**config.mk**
```make
export PLATFORM = sky130hd
export DESIGN_NAME = demux_two_32bit_stream
export DESIGN_NICKNAME = d
export VERILOG_FILES = /design/src/rtl/demux_two_32bit_stream.sv
export SDC_FILE = /design/constraint.sdc
export NUM_CORES = 1
export LEC_CHECK = 0
export CORE_UTILIZATION = 38
export DETAILED_ROUTE_END_ITERATION = 16
export MAX_ROUTING_LAYER = met4
export PLACE_DENSITY_LB_ADDON = 0.2
export RECOVER_POWER = 50
export SYNTH_ARGS = -nofsm -noshare
export SYNTH_HDL_FRONTEND = slang
export SYNTH_SLANG_ARGS = --single-unit
```
**constraint.sdc**
```tcl
create_clock -name clk -period 8.85 [get_ports clk]
set_input_delay 1.77 -clock clk [delete_from_list [all_inputs] [get_ports clk]]
set_output_delay 1.77 -clock clk [all_outputs]
set_load 0.02 [all_outputs]
```
**src/rtl/demux_two_32bit_stream.sv**
```systemverilog
// 1-to-2 stream demultiplexer: each input word is steered by control into one of
// two small output FIFOs, each with its own wrapping delivered-word counter.
module demux_two_32bit_stream #(
  parameter int WIDTH = 32,
  parameter int DEPTH = 2,
  parameter int CNT_W = 16
) (
  input  logic             clk,
  input  logic             reset,
  input  logic [WIDTH-1:0] in_data,
  input  logic             in_valid,
  input  logic             control,
  output logic             in_ready,
  output logic [WIDTH-1:0] out1_data,
  output logic             out1_valid,
  input  logic             out1_ready,
  output logic [WIDTH-1:0] out2_data,
  output logic             out2_valid,
  input  logic             out2_ready,
  output logic [CNT_W-1:0] cnt1,
  output logic [CNT_W-1:0] cnt2
);

  localparam int AW = (DEPTH > 1) ? $clog2(DEPTH) : 1;
  localparam int CW = $clog2(DEPTH + 1);

  initial begin
    assert (DEPTH >= 2 && (DEPTH & (DEPTH - 1)) == 0)
      else $fatal(1, "DEPTH must be a power of two and at least 2");
  end

  for (genvar g = 0; g < 2; g++) begin : g_ch
    logic [WIDTH-1:0] mem [DEPTH];
    logic [AW-1:0]    wptr;
    logic [AW-1:0]    rptr;
    logic [CW-1:0]    count;
    logic [CNT_W-1:0] cnt_q;
    logic             full;
    logic             empty;
    logic             sel_ready;
    logic             push;
    logic             pop;
    logic [WIDTH-1:0] head;

    assign full      = (count == CW'(DEPTH));
    assign empty     = (count == '0);
    assign sel_ready = (g == 0) ? out1_ready : out2_ready;
    assign push      = in_valid && in_ready && (control == (g != 0));
    assign pop       = !empty && sel_ready;
    // Data is masked while empty so stale entries never leak after a reset.
    assign head      = empty ? '0 : mem[rptr];

    always_ff @(posedge clk) begin
      if (push) begin
        mem[wptr] <= in_data;
      end
    end

    always_ff @(posedge clk) begin
      if (reset) begin
        wptr  <= '0;
        rptr  <= '0;
        count <= '0;
        cnt_q <= '0;
      end else begin
        if (push) begin
          wptr <= wptr + 1'b1;
        end
        if (pop) begin
          rptr  <= rptr + 1'b1;
          cnt_q <= cnt_q + 1'b1;
        end
        case ({push, pop})
          2'b10:   count <= count + CW'(1);
          2'b01:   count <= count - CW'(1);
          default: count <= count;
        endcase
      end
    end
  end

  // Ready looks only at the selected FIFO's registered fill level.
  assign in_ready   = !reset && (control ? !g_ch[1].full : !g_ch[0].full);

  assign out1_valid = !g_ch[0].empty;
  assign out1_data  = g_ch[0].head;
  assign cnt1       = g_ch[0].cnt_q;

  assign out2_valid = !g_ch[1].empty;
  assign out2_data  = g_ch[1].head;
  assign cnt2       = g_ch[1].cnt_q;

endmodule

```
* Word-level counts from Yosys, hierarchy flattened
Memories as Yosys holds them, arrays and structs flattened. A register that Yosys moved wholly into a read port is not among the register bits.
Cells that the tools add are included.
** Cells by class
- Add/sub/neg operators :: 10
- Eq/ne operators :: 6
- Muxes and demuxes :: 13
- Bitwise operators :: 1
- Reduce and logical (&&, ||, !) cells :: 15
** Operators with widths (count)
- 2-to-1 mux 32 bit :: 2
- adder 16 x 1 -> 16 bit (second input constant) :: 2
- 2-to-1 mux 1 bit :: 9
- == test 2 bit (second input constant) :: 4
- case mux 2 bit (2 select lines) :: 2
- logical AND 1 bit :: 6
- logical NOT 1 bit :: 5
- adder 1 bit (second input constant) :: 4
- adder 2 x 1 -> 2 bit (second input constant) :: 2
- == test 2 x 1 -> 1 bit (second input constant) :: 2
- logical NOT 2 bit :: 2
- nonzero test 2 bit :: 2
- subtractor 2 x 1 -> 2 bit (second input constant) :: 2
- NOT 1 bit :: 1
** Storage, ports and cells
- Register bits :: 40
- RAM bits :: 128
- Input bits :: 38
- Output and inout port bits :: 99
- Word-level logic and storage cells :: 55
- Memories :: 2
** Memories
- g_ch[0].mem :: words 2, width 32, read ports 1, clocked after memory_dff 1, wr ports 1, RTL line 33 : logic [WIDTH-1:0] mem [DEPTH];
- g_ch[1].mem :: words 2, width 32, read ports 1, clocked after memory_dff 1, wr ports 1, RTL line 33

* Longest topological paths before layout
- Depth after elaboration :: 8
- Gate-level depth with buffers :: 9

* Least setup slack after synthesis
OpenSTA, ideal clock, no wires.
- Kind :: input port to flip-flop
- From :: in reset
- To :: mem g_ch[0].mem[0][0] (enable)
- Arrival time :: 4.070 ns
- Data required time :: 8.429 ns
- Path slack :: 4.359 ns
- Stages on the path :: 4
- Path buffers :: 2
- Cell sequence :: clkbuf_1 > or4b_2 > clkbuf_1 > nor2_1
** On the way
- Word-level cells in the longest chain between the ends :: 6
** Ends and longest elaborated chain
- start, declared :: RTL line 9 : input logic reset,
- logical NOT 1 bit :: RTL line 83 : assign in_ready = !reset && (control ? !g_ch[1].full : !g_ch[0].full);
- logical AND 1 bit :: RTL line 83
- logical AND 1 bit (2 in series) :: RTL line 48 : assign push = in_valid && in_ready && (control == (g != 0));
- 2-to-1 mux 1 bit :: RTL line 54 : if (push) begin
- 2-to-1 mux 1 bit (not written as such) :: RTL line 55 : mem[wptr] <= in_data;
- end, declared :: RTL line 33
No other way between the ends.

* Final worst setup path
- From :: in reset
- To :: out in_ready
** On the way
- Word-level cells in the longest chain between the ends :: 2
** Ends and longest elaborated chain
- logical NOT 1 bit :: RTL line 83
- logical AND 1 bit :: RTL line 83
- end, declared :: RTL line 13 : output logic in_ready,
No other way between the ends.

==> impl_results.md <==
- Via-per-instance ratio: between 4 and 5
- Core area: 17240 sq um
- Clock root cell: clkbuf_16
- # nets final: about 660
- Setup crit start kind: input pin
- Pint: 1.495 mW
- Worst Skew: 0.007195 ns
- Htree depth: 4
- CTS Hold Buffers Added: 0
- Synth Area in Simple Gates: between 10% and 20%
- Fill cells: roughly 1500
- Worst path cell trace: dlygate4sd3_1 -> clkbuf_1 -> nor2_1 -> clkdlybuf4s50_1
- Clock power share: a little over a third
- Final Wtd Congestion: about 0.74
- Initial antenna violation count: 2
- Port Buf Inserts: between 100 and 150
- Pwr dens: around 230 nW/um^2
- Area of all sequential standard cells: 4687 sq um
- DRT Pass-1 Iters: 4
- Adder-Cell Fraction of Synth Area: less than 1%
- Worst reg2reg path depth: 3
- Slowest stage delay, CP: 1.38 ns
- Max_slew headroom: -28.69%
- Final hold vios: 0
- Fraction of layout cells with a size suffix above 1: between 5 and 6%
- Main synth FF type: edfxtp_1
- Complex-gate fraction of the synthesized area: under 10%
- Initial DRC count: between 200 and 250
- Slew @ Worst Pin: just under 2 ns
- Gr usage total: between 10% and 20%
- Pleak: around 3.0 nW
- Required time worst endpoint: around 7 ns
- Hold endpoint: cnt2[15]
- Post-Synth XOR/XNOR Area: under 10%
- CTS sink cnt: 170
- Vias in the first global route: 4067
- Initial Utilization: ~40%
- DRC: 0
- Cell row count: 48
- Syn_nets: 528
- Multi-input logic area: between 1500 and 2000 sq um
- Post-synth EDFFs: between 100 and 150
- Worst-path clk slew: around 0.06 ns
- Fmax: about 160 MHz
- DRT antenna net count: 0
- Worst-path fanout max: 45
- First-pass GRT wire length: about 22000 microns
- Setup crit end kind: primary output
- Post-CTS setup buffer count: 0
- Status: finished, violations left
- R2r endpoint: g_ch[0].mem[0][26]
- Synth top area share: 57.42%
- Net Sw Frac: about a quarter
- Async S/R FF share, synth: 0%
- Failing checks: capacitance limit, slew limit
- TritonCTS clock tree: yes
- Finish-stage setup viols: 0
- Synthesized instance count: 486
- Setup TNS: 0 ns
- Yosys reg bits: 170
- Io pins: ~140
- Routed WL per cell: 16.10 microns
- Die height: between 100 and 150 microns
- CTS resizes: 0
- Clk buf depth: 2
- Hold Path Depth: 2
- CP Class: input pin to primary output
- Tmin final: roughly 6.2 ns
- Ys Warns: 0
- Post-Route WL: 13810 microns
- Net switching power: between 0.5 and 0.6 mW
- Worst hold start: cnt2[15]
- MaxCap Viol Count: 1
- Synth unique cells: 37
- Placed Area: roughly 8300 sq um
- Synthesized cell area: between 6000 and 7000 sq um
- Synth Area per Inst: about 14 sq um
- Finished Cell Area: about 8900 sq um
- Area grow syn2layout: 32.28%
- Seq pwr share: 45.8%
- Skew-Pair Late Insertion Delay: 0.42 ns
- Logic pwr share: a little under a fifth
- Vias post-DR: 4214
- Die W: between 100 and 150 microns
- IR drop worst, VDD: roughly 0.14 mV
- Die Area: 18150 sq um
- RSZ-0062 raised after global routing: false
- Largest net degree at the start of global routing: 46
- Largest family of logic cells by synthesized area: simple AND/OR/NAND/NOR gates
- Tcrit/Tclk final: between 60% and 70%
- Slew Viols, Final: 46
- Sequential area share after synthesis: about 70%
- Most frequent cell after synthesis: edfxtp_1
- Synth area leader: edfxtp_1
- Total congestion overflow: 0
- Top post-synthesis cells by area: edfxtp_1 (57%), dfxtp_1 (13%), mux2i_1 (9.9%), nor2_1 (5.9%), xnor2_1 (2.1%)
- DP HPWL: just under 9000 microns
- CTS buffer count: 17
- FF-to-FF setup slack: 6.28 ns
- Multiplexer share of the synthesized area: around a tenth
- Arr. time, crit path: about 4.4 ns
- Crit-path slowest cell: clkbuf_1
- Synth top cells by count: edfxtp_1 (128), nor2_1 (105), mux2i_1 (66), dfxtp_1 (42), xnor2_1 (16)
- Worst R2R Start: g_ch[0].count[0]
- Worst Hold Class: flop to flop
## cell type report
class / instances / share of cell area (%)
clock inverters: 11 / 1.455
repair buffers: 137 / 15.42
diodes: 2 / 0.05652
clock buffers: 20 / 4.931
inverters: 7 / 0.2967
flip-flops and latches: 170 / 52.93
well taps: 225 / 3.179
multi-input cells: 286 / 21.73
## through the flow
step	util [%]	std cells	power, mW	worst slack [ns]	hold slack (ns)
final	51.37	858	2.024	2.672	0.4966
after global routing	51.37	858	2.112	2.455	0.5083
after global placement	48.14	825	1.332	3.808	0.4683
after CTS	51.42	856	2.050	3.780	0.4969
after floorplan	-	486	1.145	4.359	0.4725
after detailed placement	48.14	825	1.336	3.791	0.4830
## power groups by stage
stage	Combinational (mW)	Clock, mW	Sequential (mW)
2_1_floorplan	0.236	0	0.909
6_report	0.380	0.717	0.926
3_5_place_dp	0.391	0	0.946
3_3_place_gp	0.388	0	0.944
4_1_cts	0.391	0.730	0.929
5_1_grt	0.411	0.769	0.932
## placed cells by master, fill, tap and decap left out, types with 2 or more instances in the layout
cell,netlist,layout
edfxtp_1,128,128
nor2_1,105,99
clkdlybuf4s50_1,0,70
mux2i_1,66,66
dlygate4sd3_1,0,66
dfxtp_1,42,40
clkbuf_16,0,17
xnor2_1,16,16
xor2_1,15,15
nand2_1,11,11
a21oi_1,10,10
nand4_1,8,8
inv_1,7,7
o21ai_0,7,7
nor2_4,0,6
or3_1,6,6
nor4_1,5,5
nand3_1,5,5
clkinv_1,0,5
nor3_1,4,4
ha_1,4,4
clkbuf_1,15,4
bufinv_16,0,3
diode_2,0,2
o2111a_1,2,2
and4_1,2,2
o211ai_1,0,2
o2111ai_1,2,2
o31ai_1,2,2
or4_1,2,2
dfxtp_2,0,2
clkinvlp_4,0,2
## logic make-up (layout without fill, tap and decap cells)
logic type,after synthesis,in the layout
compound gates,26,26
other cells,0,2
mux,66,66
buf+inv,30,175
fa+ha+maj,4,4
flops,170,170
simple gates,159,159
xor+xnor,31,31
## worst max-delay path by stage
| stage | from | to | slack (ns) | depth (start not counted) |
|---|---|---|---|---|
| final | reset | in_ready | 2.67 | 4 |
| after detailed placement | reset | in_ready | 3.79 | 4 |
| after floorplan | reset | g_ch[0].mem[0][0] | 4.36 | 4 |
| after CTS | reset | in_ready | 3.78 | 4 |
| after global placement | reset | in_ready | 3.81 | 4 |
| after global routing | reset | in_ready | 2.45 | 4 |
## critical path, delay by kind of cell
kind | cells | cell delay (ns)
buffers and inverters | 3 | 2.52
and+or+nand+nor | 1 | 0.12
## registers in the layout, indices dropped and copies added, names as in the netlist, named ones only
signal      count
cnt1           16
cnt2           16
g_ch.count      4
g_ch.mem      128
g_ch.rptr       2
g_ch.wptr       2
## per-layer routing
layer | global-route usage, % | vias to the layer above | wire [microns]
met1 | 20.55 | 2054 | 6283
li1 | - | 2025 | -
met2 | 25.17 | 121 | 6472
met3 | 4.730 | 14 | 854
met5 | - | - | 0
met4 | 6.367 | 0 | 201
Power figures use the tool's default switching activity.
